<file path="src/rtl/axi_portal_initiator.sv">
// axi_portal_initiator: AXI3-style bus initiator with independent single-burst
// read and write engines. User requests come in on ENA/RDY method interfaces.
// The engines issue AR/AW/W beats and hand R/B responses back to the user
// combinationally.
module axi_portal_initiator #(
  parameter logic [11:0] ID = 12'd0
) (
  input  logic        CLK,
  input  logic        nRST,
  // read request
  input  logic        rreq_enq__ENA,
  input  logic [31:0] rreq_enq_addr,
  input  logic [3:0]  rreq_enq_len,
  output logic        rreq_enq__RDY,
  // write request
  input  logic        wreq_enq__ENA,
  input  logic [31:0] wreq_enq_addr,
  input  logic [3:0]  wreq_enq_len,
  output logic        wreq_enq__RDY,
  // write beat data
  input  logic        wdata_enq__ENA,
  input  logic [31:0] wdata_enq_v,
  output logic        wdata_enq__RDY,
  // read beats to user
  output logic        rdata_enq__ENA,
  output logic [31:0] rdata_enq_v,
  output logic        rdata_enq_last,
  input  logic        rdata_enq__RDY,
  // write completion to user
  output logic        wdone_enq__ENA,
  output logic [1:0]  wdone_enq_resp,
  input  logic        wdone_enq__RDY,
  // AR channel
  output logic        MAXIGP0_O_AR__ENA,
  output logic [31:0] MAXIGP0_O_AR_addr,
  output logic [11:0] MAXIGP0_O_AR_id,
  output logic [3:0]  MAXIGP0_O_AR_len,
  input  logic        MAXIGP0_O_AR__RDY,
  // AW channel
  output logic        MAXIGP0_O_AW__ENA,
  output logic [31:0] MAXIGP0_O_AW_addr,
  output logic [11:0] MAXIGP0_O_AW_id,
  output logic [3:0]  MAXIGP0_O_AW_len,
  input  logic        MAXIGP0_O_AW__RDY,
  // W channel
  output logic        MAXIGP0_O_W__ENA,
  output logic [31:0] MAXIGP0_O_W_data,
  output logic [11:0] MAXIGP0_O_W_id,
  output logic        MAXIGP0_O_W_last,
  input  logic        MAXIGP0_O_W__RDY,
  // R channel
  input  logic        MAXIGP0_I_R__ENA,
  input  logic [31:0] MAXIGP0_I_R_data,
  input  logic [11:0] MAXIGP0_I_R_id,
  input  logic        MAXIGP0_I_R_last,
  input  logic [1:0]  MAXIGP0_I_R_resp,
  output logic        MAXIGP0_I_R__RDY,
  // B channel
  input  logic        MAXIGP0_I_B__ENA,
  input  logic [11:0] MAXIGP0_I_B_id,
  input  logic [1:0]  MAXIGP0_I_B_resp,
  output logic        MAXIGP0_I_B__RDY,
  // sticky protocol error
  output logic        error
);

  localparam logic [1:0] R_IDLE = 2'd0;
  localparam logic [1:0] R_ADDR = 2'd1;
  localparam logic [1:0] R_DATA = 2'd2;

  localparam logic [1:0] W_IDLE = 2'd0;
  localparam logic [1:0] W_ADDR = 2'd1;
  localparam logic [1:0] W_DATA = 2'd2;
  localparam logic [1:0] W_RESP = 2'd3;

  logic [1:0]  r_state_reg;
  logic [31:0] raddr_reg;
  logic [3:0]  rlen_reg;
  logic [3:0]  rcnt_reg;

  logic [1:0]  w_state_reg;
  logic [31:0] waddr_reg;
  logic [3:0]  wlen_reg;
  logic [3:0]  wsend_reg;
  logic [4:0]  wfill_reg;
  logic [31:0] wbuf_reg;
  logic        wvalid_reg;

  logic        error_reg;

  logic rreq_fire, ar_fire, r_fire, r_end, r_err;
  logic wreq_fire, aw_fire, wd_fire, w_fire, b_fire, b_err;

  // ---------------- read side ----------------
  assign rreq_enq__RDY     = (r_state_reg == R_IDLE);
  assign MAXIGP0_O_AR__ENA = (r_state_reg == R_ADDR);
  assign MAXIGP0_O_AR_addr = raddr_reg;
  assign MAXIGP0_O_AR_len  = rlen_reg;
  // id is only presented while the address is valid so idle outputs stay at 0
  assign MAXIGP0_O_AR_id   = MAXIGP0_O_AR__ENA ? ID : 12'd0;

  // R passes straight through to the user; backpressure is combinational
  assign MAXIGP0_I_R__RDY  = (r_state_reg == R_DATA) & rdata_enq__RDY;
  assign rdata_enq__ENA    = (r_state_reg == R_DATA) & MAXIGP0_I_R__ENA;
  assign rdata_enq_v       = rdata_enq__ENA ? MAXIGP0_I_R_data : 32'd0;
  assign rdata_enq_last    = rdata_enq__ENA & MAXIGP0_I_R_last;

  assign rreq_fire = rreq_enq__ENA & rreq_enq__RDY;
  assign ar_fire   = MAXIGP0_O_AR__ENA & MAXIGP0_O_AR__RDY;
  assign r_fire    = MAXIGP0_I_R__ENA & MAXIGP0_I_R__RDY;
  // a missing last on the final counted beat still terminates the burst
  assign r_end     = r_fire & (MAXIGP0_I_R_last | (rcnt_reg == 4'd0));
  assign r_err     = r_fire & ((MAXIGP0_I_R_id != ID) | (MAXIGP0_I_R_resp != 2'd0) |
                               (MAXIGP0_I_R_last != (rcnt_reg == 4'd0)));

  // read engine: request capture, address phase, beat counting
  always_ff @(posedge CLK or negedge nRST) begin
    if (!nRST) begin
      r_state_reg <= R_IDLE;
      raddr_reg   <= 32'd0;
      rlen_reg    <= 4'd0;
      rcnt_reg    <= 4'd0;
    end else begin
      case (r_state_reg)
        R_IDLE: if (rreq_fire) begin
          raddr_reg   <= rreq_enq_addr;
          rlen_reg    <= rreq_enq_len;
          rcnt_reg    <= rreq_enq_len;
          r_state_reg <= R_ADDR;
        end
        R_ADDR: if (ar_fire) r_state_reg <= R_DATA;
        R_DATA: if (r_fire) begin
          if (rcnt_reg != 4'd0) rcnt_reg <= rcnt_reg - 4'd1;
          if (r_end) r_state_reg <= R_IDLE;
        end
        default: r_state_reg <= R_IDLE;
      endcase
    end
  end

  // ---------------- write side ----------------
  assign wreq_enq__RDY     = (w_state_reg == W_IDLE);
  assign MAXIGP0_O_AW__ENA = (w_state_reg == W_ADDR);
  assign MAXIGP0_O_AW_addr = waddr_reg;
  assign MAXIGP0_O_AW_len  = wlen_reg;
  assign MAXIGP0_O_AW_id   = MAXIGP0_O_AW__ENA ? ID : 12'd0;

  // one-entry buffer: refill only once the previous beat has left
  assign wdata_enq__RDY    = (w_state_reg == W_DATA) & ~wvalid_reg & (wfill_reg != 5'd0);
  assign MAXIGP0_O_W__ENA  = wvalid_reg;
  assign MAXIGP0_O_W_data  = wbuf_reg;
  assign MAXIGP0_O_W_id    = wvalid_reg ? ID : 12'd0;
  assign MAXIGP0_O_W_last  = wvalid_reg & (wsend_reg == 4'd0);

  assign MAXIGP0_I_B__RDY  = (w_state_reg == W_RESP) & wdone_enq__RDY;
  assign wdone_enq__ENA    = (w_state_reg == W_RESP) & MAXIGP0_I_B__ENA;
  assign wdone_enq_resp    = wdone_enq__ENA ? MAXIGP0_I_B_resp : 2'd0;

  assign wreq_fire = wreq_enq__ENA & wreq_enq__RDY;
  assign aw_fire   = MAXIGP0_O_AW__ENA & MAXIGP0_O_AW__RDY;
  assign wd_fire   = wdata_enq__ENA & wdata_enq__RDY;
  assign w_fire    = MAXIGP0_O_W__ENA & MAXIGP0_O_W__RDY;
  assign b_fire    = MAXIGP0_I_B__ENA & MAXIGP0_I_B__RDY;
  assign b_err     = b_fire & ((MAXIGP0_I_B_id != ID) | (MAXIGP0_I_B_resp != 2'd0));

  // write engine: request capture, address phase, beat buffer, response wait
  always_ff @(posedge CLK or negedge nRST) begin
    if (!nRST) begin
      w_state_reg <= W_IDLE;
      waddr_reg   <= 32'd0;
      wlen_reg    <= 4'd0;
      wsend_reg   <= 4'd0;
      wfill_reg   <= 5'd0;
      wbuf_reg    <= 32'd0;
      wvalid_reg  <= 1'b0;
    end else begin
      case (w_state_reg)
        W_IDLE: if (wreq_fire) begin
          waddr_reg   <= wreq_enq_addr;
          wlen_reg    <= wreq_enq_len;
          wsend_reg   <= wreq_enq_len;
          wfill_reg   <= {1'b0, wreq_enq_len} + 5'd1;
          w_state_reg <= W_ADDR;
        end
        W_ADDR: if (aw_fire) w_state_reg <= W_DATA;
        W_DATA: begin
          if (wd_fire) begin
            wbuf_reg   <= wdata_enq_v;
            wvalid_reg <= 1'b1;
            wfill_reg  <= wfill_reg - 5'd1;
          end
          if (w_fire) begin
            wvalid_reg <= 1'b0;
            if (wsend_reg == 4'd0) w_state_reg <= W_RESP;
            else wsend_reg <= wsend_reg - 4'd1;
          end
        end
        W_RESP: if (b_fire) w_state_reg <= W_IDLE;
        default: w_state_reg <= W_IDLE;
      endcase
    end
  end

  // sticky error, cleared only by reset
  always_ff @(posedge CLK or negedge nRST) begin
    if (!nRST) error_reg <= 1'b0;
    else if (r_err | b_err) error_reg <= 1'b1;
  end

  assign error = error_reg;

endmodule

</file>
<file path="config.mk">
export PLATFORM = sky130hd
export DESIGN_NAME = axi_portal_initiator
export DESIGN_NICKNAME = d
export VERILOG_FILES = /design/src/rtl/axi_portal_initiator.sv
export SDC_FILE = /design/constraint.sdc
export NUM_CORES = 1
export LEC_CHECK = 0
export ABC_AREA = 1
export CELL_PAD_IN_SITES_DETAIL_PLACEMENT = 0
export CELL_PAD_IN_SITES_GLOBAL_PLACEMENT = 2
export CORE_ASPECT_RATIO = 0.75
export CORE_MARGIN = 1.5
export CORE_UTILIZATION = 18
export DETAILED_ROUTE_END_ITERATION = 12
export GPL_ROUTABILITY_DRIVEN = 0
export PLACE_DENSITY_LB_ADDON = 0.1
export SLEW_MARGIN = 10
export SYNTH_ARGS = -nofsm -noshare
export SYNTH_HDL_FRONTEND = slang
export SYNTH_SLANG_ARGS = --single-unit
export TNS_END_PERCENT = 20
</file>
<file path="constraint.sdc">
create_clock -name CLK -period 1.6 [get_ports CLK]
set_input_delay 0.16 -clock CLK [delete_from_list [all_inputs] [get_ports CLK]]
set_output_delay 0.16 -clock CLK [all_outputs]
set_load 0.1 [all_outputs]
</file>
==> impl_metrics.json, run 1 <==
{
  "status": "finished, violations left",
  "violations": "setup timing",
  "maxSlewViolCount": 0,
  "finalWorstSetupSlack_ns": -0.180,
  "ys_types": 30,
  "cts_buffer_depth": 2,
  "met1_usage_pct": 15.5,
  "vias_per_cell": 3.63,
  "dieArea_um2": 34500,
  "finalSetupViolCount": 40,
  "start_kind": "register",
  "cts_tree": "done",
  "track_usage_pct": 12.3,
  "crit_arrival_ns": 1.62,
  "cp_max_fo": 11,
  "hpwl_um": 16700,
  "diodes": 0,
  "num_io_pins": 364,
  "cp_data_required_time_ns": 1.44,
  "grt_max_degree": 44,
  "drtAntennaViolNets": 0,
  "portBuffers": 327,
  "top_usage_layer": "met2",
  "fin_crit_sh_pct": 111,
  "dr.pass1.iters": 4,
  "path_clk_slew_ns": 0.06,
  "cap_violations": 0,
  "hold_viol": 0,
  "critical_path_class": "reg -> out",
  "nets": 1246,
  "yosys_warnings": 0,
  "clkSinkCount": 123,
  "cts_made_buffers": 17,
  "crit_path_end_kind": "output pin",
  "clock_latency_ns": 0.41,
  "clockRootBuffer": "clkbuf_16",
  "antenna_found_initial": 1,
  "synthToLayoutAreaGrowth_pct": 107,
  "syn_area_per_cell_um2": 8.66,
  "worst_path_max_delay_cell": "dfrtp_1",
  "start_util_pct": 18.4,
  "die_w_um": 214,
  "die_y_um": 161,
  "wl_um": 21000,
  "wire_per_inst_um": 13.9,
  "min_period_ns": 1.78,
  "vias": 5491,
  "crit_chain": "inv_2 > nor2_4 > nand2_4 > buf_12 > nor2_4 > buf_12",
  "num_rows": 57,
  "fin_skew_ns": 0.00730,
  "ys_seq_area_share_pct": 51.3,
  "path_delay_family": "buffers and inverters",
  "fmax_ghz": 0.562,
  "synthCells": 693,
  "ys_seq_elements": 123,
  "hold_path_class": "in -> async",
  "use_met3_pct": 4.88,
  "tns_ns": -5.48,
  "use_met2_pct": 19.5,
  "htree_levels": 4,
  "fp.coreArea_um2": 32600,
  "rsz0062_at_grt": "true",
  "cp_num_buf_inv": 3,
  "drc": 0,
  "grt_pass1_wl_um": 32300,
  "netlist_area_um2": 6000,
  "drtIter0Drc": 256,
  "drive_above_1_share_pct": 32.5,
  "grt_pass1_vias": 5691,
  "grt.overflow.total": 0,
  "final_core_util_pct": 38.1,
  "max_stage_delay_ns": 0.36
}
## area by class of cell
class	instances	area (µm²)
Clock buffer	21	450
Clock inverter	11	97.6
Multi-Input combinational cell	443	2620
Fill cell	3239	20200
Tap cell	442	553
Timing Repair Buffer	370	5230
Sequential cell	123	3080
Inverter	104	393
## cell usage after synthesis
| master | number | area [µm²] |
|---|---|---|
| nand2b_1 | 1 | 6.26 |
| clkbuf_2 | 1 | 5.00 |
| clkbuf_1 | 1 | 3.75 |
| nor2_2 | 1 | 6.26 |
| buf_4 | 39 | 293 |
| buf_1 | 3 | 11.3 |
| mux2_2 | 34 | 383 |
| nand4_1 | 4 | 25.0 |
| nor2_4 | 1 | 11.3 |
| inv_2 | 3 | 11.3 |
| buf_6 | 6 | 67.6 |
| o31ai_1 | 1 | 7.51 |
| conb_1 | 1 | 3.75 |
| nand3_2 | 1 | 10.0 |
| a21oi_1 | 3 | 15.0 |
| nor3_1 | 2 | 10.0 |
| o21ai_1 | 4 | 20.0 |
| a21oi_2 | 1 | 8.76 |
| o21ai_2 | 22 | 193 |
| o21ai_0 | 31 | 155 |
| ha_1 | 10 | 125 |
| nand2_1 | 200 | 751 |
| inv_1 | 101 | 379 |
| nor2_1 | 68 | 255 |
| dfrtp_1 | 123 | 3080 |
| nand3b_1 | 2 | 15.0 |
| nand3_1 | 16 | 80.1 |
| o21bai_1 | 2 | 15.0 |
| buf_2 | 8 | 40.0 |
| nand2_2 | 3 | 18.8 |
## cell families (layout without fill, tap and decap cells)
kind of cell / count (synthesis) / after routing / synth area share (%)
multiplexers: 34 / 34 / 6.38
flip-flops: 123 / 123 / 51.3
AND/OR/NAND/NOR: 299 / 299 / 19.8
other: 1 / 36 / 0.0625
buffers and inverters: 162 / 506 / 13.5
AO/OA/AOI/OAI: 64 / 64 / 6.90
adder cells (fa/ha/maj): 10 / 10 / 2.08
## placed cells by master (no fill, tap or decap), types with 14 or more instances in the layout
cell | synthesis | layout
o21ai_2 | 22 | 22
conb_1 | 1 | 36
nor2_1 | 68 | 28
o21ai_0 | 31 | 31
nand3_1 | 16 | 14
clkbuf_16 | 0 | 17
buf_12 | 0 | 160
clkdlybuf4s50_1 | 0 | 175
buf_4 | 39 | 32
mux2_2 | 34 | 34
nand2_1 | 200 | 197
inv_1 | 101 | 94
nor2_4 | 1 | 35
dfrtp_1 | 123 | 122
## worst reg2reg max path: stages (launching register included)
cell,delay [ns]
dfrtp_1,0.38
inv_1,0.07
ha_1,0.17
inv_1,0.04
nor2_1,0.10
nand2_1,0.10
ha_1,0.28
nor3_1,0.13
nand3b_1,0.10
nand2_1,0.06
nand3b_1,0.07
## layer usage
metal	up-vias	part of all wire, %
li1	2782	-
met1	2489	44
met2	203	47
met3	15	8.7
met4	2	0.85
met5	-	0.038
## metrics by stage
stage | hold slack (ns) | cells | instance area [µm²] | worst slack, ns
global placement | 0.0582 | 1475 | 11700 | -0.00504
finish | 0.172 | 1514 | 12400 | -0.180
global route | 0.162 | 1514 | 12400 | -0.281
floorplan | -0.136 | 728 | 6420 | -0.323
detailed placement | 0.0593 | 1475 | 11700 | -0.0619
CTS | 0.154 | 1512 | 12400 | -0.282
## path summary, 6_finish.rpt
kind                                   endpoint  slack, ns             start  depth (start not counted)
setup / recovery                 rdata_enq_v[5]      -0.18    r_state_reg[1]                          6
hold / removal             MAXIGP0_O_AW_addr[1]       0.17              nRST                          2
setup reg to reg                          error      -0.02       rcnt_reg[0]                         10
hold reg to reg                    wsend_reg[3]       0.48      wsend_reg[3]                          2
max in group asynchronous        w_state_reg[1]       0.88              nRST                          3
min in group CLK           MAXIGP0_O_AR_addr[0]       0.28  rreq_enq_addr[0]                          3
## what timing repair did
| item | 4_1_cts | 5_1_grt |
|---|---|---|
| pin swaps | 2 | 4 |
| endpoints found under the setup margin | 43 | 75 |
| hold buffers | 1 | 0 |
| gates resized for setup | 22 | 12 |
| endpoints found under the hold margin | 123 | 0 |
| buffers inserted | 4 | 2 |
Power of run 1 is left out: the tool's default activity adds up to more than one toggle a clock period on the data nets, which glitch-free logic cannot reach.
==> run 2, diff against run 1 <==
CORE_MARGIN = 5   (was 1.5)
CTS_BUF_LIST = sky130_fd_sc_hd__clkbuf_4 sky130_fd_sc_hd__clkbuf_8 sky130_fd_sc_hd__clkbuf_16   (was default)
CTS_CLUSTER_SIZE = 28   (was default)
==> impl_metrics.json, run 2 (same netlist as run 1, synthesis figures left out) <==
{
  "finalSetupViolCount": 41,
  "rsz0062_at_grt": "true",
  "status": "finished, violations left",
  "cp_data_required_time_ns": 1.44,
  "maxSlewViolCount": 0,
  "diodes": 0,
  "antenna_found_initial": 0,
  "die_y_um": 168,
  "violations": "setup timing",
  "cts_buffer_depth": 2,
  "min_period_ns": 1.83,
  "cp_max_fo": 5,
  "track_usage_pct": 12.4,
  "holdWs_ns": 0.226,
  "crit_path_end_kind": "output pin",
  "dieArea_um2": 37100,
  "fin_crit_sh_pct": 114,
  "htree_levels": 4,
  "fp.coreArea_um2": 32700,
  "crit_arrival_ns": 1.67,
  "wire_per_inst_um": 15.3,
  "cap_violations": 0,
  "vias_per_cell": 3.68,
  "clkSinkCount": 123,
  "num_rows": 57,
  "vias": 5571,
  "start_util_pct": 18.4,
  "grt.overflow.total": 0,
  "synthToLayoutAreaGrowth_pct": 109,
  "layout_commonest_cell": "nand2_1",
  "drc": 0,
  "hold_viol": 0,
  "clockRootBuffer": "clkbuf_16",
  "cts_made_buffers": 17,
  "drtIter0Drc": 370,
  "clock_latency_ns": 0.41,
  "drtAntennaViolNets": 0,
  "dr.pass1.iters": 4,
  "path_clk_slew_ns": 0.05,
  "start_kind": "register",
  "hpwl_um": 18400,
  "fmax_ghz": 0.548,
  "fin_skew_ns": 0.00818,
  "finalWorstSetupSlack_ns": -0.225,
  "grt_max_degree": 65,
  "critical_path_class": "reg -> out",
  "drive_above_1_share_pct": 33.4,
  "grt_pass1_vias": 5944,
  "nets": 1248,
  "die_w_um": 221,
  "wl_um": 23100,
  "portBuffers": 327,
  "final_cell_mix": "197 x nand2_1, 175 x clkdlybuf4s50_1, 157 x buf_12",
  "cts_tree": "done",
  "worstRegToRegCells": 10,
  "hold_path_class": "in -> async",
  "num_io_pins": 364,
  "grt_pass1_wl_um": 36200
}
run 2: changes by cell type in the layout (fill, tap and decap cells not counted), moves of 5 or more:
cell | previous run | this run
nor2_4 | 35 | 40
nor2_2 | 7 | 1
inv_1 | 94 | 89
buf_6 | 2 | 8
buf_4 | 32 | 26
run 2: final cells by class:
type | instances | area [µm²]
Tap cell | 442 | 553
Fill cell | 3306 | 20100
Clock inverter | 9 | 97.6
Inverter | 104 | 397
Multi-Input combinational cell | 444 | 2670
Clock buffer | 22 | 469
Sequential cell | 123 | 3080
Timing Repair Buffer | 371 | 5290
run 2: per-stage QoR:
| step | worst slack (ns) | utilization, % | instances | setup TNS, ns | cell area [µm²] |
|---|---|---|---|---|---|
| after CTS | -0.281 | 38.1 | 1512 | -9.02 | 12400 |
| after floorplan | -0.323 | - | 728 | -13.77 | 6420 |
| final | -0.225 | 38.4 | 1515 | -7.68 | 12500 |
| after detailed placement | -0.0590 | 35.6 | 1470 | -0.125 | 11600 |
| after global routing | -0.312 | 38.4 | 1515 | -11.26 | 12500 |
| after global placement | -0.0314 | 35.6 | 1470 | -0.0321 | 11600 |
run 2: worst max-delay path, stage by stage (launching register included):
cell     delay [ns]
dfrtp_1        0.37
inv_2          0.06
nor2_4         0.12
buf_12         0.13
nand2_8        0.09
buf_6          0.19
nor2_4         0.12
buf_12         0.18
run 2: final timing paths:
path	start	endpoint	slack, ns
min in group CLK	rreq_enq_addr[17]	MAXIGP0_O_AR_addr[17]	0.28
min reg2reg	wsend_reg[3]	wsend_reg[3]	0.48
max	r_state_reg[1]	rdata_enq_v[18]	-0.23
max in group asynchronous	nRST	w_state_reg[1]	0.71
max reg2reg	rcnt_reg[1]	error	-0.04
min	nRST	MAXIGP0_O_AW_addr[21]	0.23
run 2: routing by layer:
metal	up-vias	GRT usage [%]	part of all wire, %
met1	2567	15.6	43
met2	212	20.1	48
met5	-	0	0
met4	0	3.07	1.1
li1	2777	-	-
met3	15	5.01	8.4
run 2: timing repair:
action	in CTS	in global routing
pin swaps	5	4
setup buffers	7	3
endpoints found under the hold margin	31	0
hold buffers	1	0
cloned	3	0
resized for setup	31	22
setup endpoints to repair	42	91
Power of run 2 is left out for the same reason.
==> run 3, diff against run 2 <==
ABC_AREA = default   (was 1)
CORE_UTILIZATION = 19   (was 18)
SETUP_SLACK_MARGIN = 0.2   (was default)
==> impl_metrics.json, run 3 <==
{
  "status": "finished, violations left",
  "violations": "setup timing",
  "final_core_util_pct": 41.4,
  "critical_path_class": "reg -> out",
  "rsz0062_at_grt": "true",
  "cp_max_fo": 5,
  "grt_pass1_wl_um": 35100,
  "final_cell_mix": "175 x clkdlybuf4s50_1, 156 x buf_12, 119 x dfrtp_1",
  "cp_num_buf_inv": 5,
  "finalSetupViolCount": 126,
  "start_kind": "register",
  "synthTopCellsByCount": "123 x dfrtp_1, 121 x nand2_1, 43 x mux2_2",
  "crit_chain": "inv_2 > ha_4 > buf_8 > inv_2 > buf_6 > nor3_4 > buf_12",
  "cap_violations": 0,
  "hpwl_um": 17400,
  "dieArea_um2": 35000,
  "max_stage_delay_ns": 0.39,
  "fp.coreArea_um2": 31000,
  "met1_usage_pct": 15.7,
  "ys_types": 57,
  "cts_tree": "done",
  "nets": 1116,
  "grt.overflow.total": 0,
  "path_clk_slew_ns": 0.06,
  "yosysMostFrequentCell": "dfrtp_1",
  "path_delay_family": "buffers and inverters",
  "finalWorstSetupSlack_ns": -0.237,
  "synthCells": 528,
  "use_met3_pct": 5.87,
  "synthTopCellsByArea": "dfrtp_1 52%, mux2_2 8.1%, nand2_1 7.6%",
  "die_y_um": 163,
  "wire_per_inst_um": 17.0,
  "wl_um": 22900,
  "crit_path_frequent_cell": "inv_2",
  "synth-edff-count": 0,
  "num_rows": 56,
  "seq_area_um2": 3080,
  "fillers": 2912,
  "hold_viol": 0,
  "yosys.area.top_type": "dfrtp_1",
  "grt_pass1_vias": 5852,
  "multi_input_area_um2": 2980,
  "synthArstFlopShare_pct": 100,
  "drc": 0,
  "synthToLayoutAreaGrowth_pct": 116,
  "drtAntennaViolNets": 0,
  "fin_crit_sh_pct": 115,
  "syn_area_per_cell_um2": 11.3,
  "crit_path_end_kind": "output pin",
  "ys_seq_elements": 123,
  "worst_path_max_delay_cell": "dfrtp_1",
  "clockRootBuffer": "clkbuf_16",
  "grt_max_degree": 40,
  "ys.flop_type": "dfrtp_1",
  "final_area_um2": 12800,
  "portBuffers": 327,
  "maxSlewViolCount": 0,
  "cp_data_required_time_ns": 1.44,
  "tns_ns": -15.17,
  "min_period_ns": 1.84,
  "crit_arrival_ns": 1.68,
  "start_util_pct": 19.2,
  "drive_above_1_share_pct": 45.0,
  "place_area_um2": 11600,
  "use_met2_pct": 21.0,
  "ys_seq_area_share_pct": 51.8,
  "vias_per_cell": 3.95,
  "dr.pass1.iters": 4,
  "vias": 5327,
  "clock_latency_ns": 0.43,
  "diodes": 0,
  "cts_made_buffers": 17,
  "layout_commonest_cell": "clkdlybuf4s50_1",
  "clkSinkCount": 123,
  "htree_levels": 4,
  "netlist_area_um2": 5940,
  "top_usage_layer": "met2",
  "num_io_pins": 364,
  "fmax_ghz": 0.544,
  "die_w_um": 214,
  "yosys_warnings": 0,
  "drtIter0Drc": 179,
  "fin_skew_ns": 0.00753,
  "antenna_found_initial": 1,
  "track_usage_pct": 12.9,
  "cts_buffer_depth": 2,
  "hold_path_class": "in -> async",
  "yosys.area.top_type_share_pct": 51.8
}
run 3: cell count changes in the layout (fill, tap and decap cells not counted), sizes merged, moves of 8 or more:
| cell | previous run | this run |
|---|---|---|
| mux2 | 34 | 71 |
| and3 | 0 | 35 |
| buf | 195 | 227 |
| nand3 | 17 | 3 |
| nor2 | 70 | 11 |
| o21ai | 57 | 9 |
| nor4 | 0 | 8 |
| inv | 103 | 12 |
| nor2b | 0 | 8 |
| nand2 | 204 | 121 |
run 3: kinds of logic after synthesis:
group                      Yosys count  share of synthesized area (%)
and+or+nand+nor                    216                           18.5
DFF                                123                           51.8
muxes                               75                           15.8
buffers and inverters               70                           7.35
AOI/OAI and AO/OA                   31                           4.13
adders and majority gates           10                           2.10
xor gates and xnor gates             2                          0.295
other                                1                         0.0631
run 3: layout make-up:
type	count	share of cell area, %
Tap cell	406	3.95
Inverter	12	0.390
Clock buffer	21	3.64
Clock inverter	11	0.935
Timing Repair Buffer	405	43.9
Sequential cell	123	24.0
Multi-Input combinational cell	370	23.2
run 3: path summary, 6_finish.rpt:
check,from,endpoint,slack [ns],depth (start not counted)
setup / recovery,w_state_reg[0],wdata_enq__RDY,-0.24,7
hold / removal,nRST,MAXIGP0_O_W_data[3],0.14,2
setup reg to reg,w_state_reg[1],w_state_reg[1],-0.19,6
hold reg to reg,MAXIGP0_O_AR_addr[30],MAXIGP0_O_AR_addr[30],0.53,2
max in group asynchronous,nRST,MAXIGP0_O_AW_addr[17],0.77,3
min in group CLK,rreq_enq_addr[7],MAXIGP0_O_AR_addr[7],0.26,3
run 3: what timing repair did:
action,4_1_cts,5_1_grt
resized for setup,88,22
cloned,3,2
pin swaps,29,8
buffers inserted,13,2
setup endpoints to repair,137,166
hold buffers,1,0
endpoints found under the hold margin,123,0
run 3: layer usage:
layer,vias up,share of wire [%]
met4,2,1.1
met2,159,49
met5,-,0.057
met1,2616,42
met3,19,7.9
li1,2531,-
run 3: through the flow:
| step | cells | hold slack (ns) | worst slack [ns] |
|---|---|---|---|
| finish | 1348 | 0.143 | -0.237 |
| global route | 1348 | 0.135 | -0.342 |
| CTS | 1344 | 0.117 | -0.273 |
| detailed placement | 1295 | 0.0191 | -0.217 |
| global placement | 1295 | 0.0173 | -0.202 |
| floorplan | 563 | -0.136 | -0.205 |
run 3: worst register-to-register path, stage by stage (launching register included):
cell       delay [ns]
dfrtp_2          0.44
ha_4             0.19
buf_6            0.13
a21boi_4         0.16
a2111oi_4        0.28
o21ai_1          0.14
mux2_1           0.33
Power of run 3 is left out for the same reason.
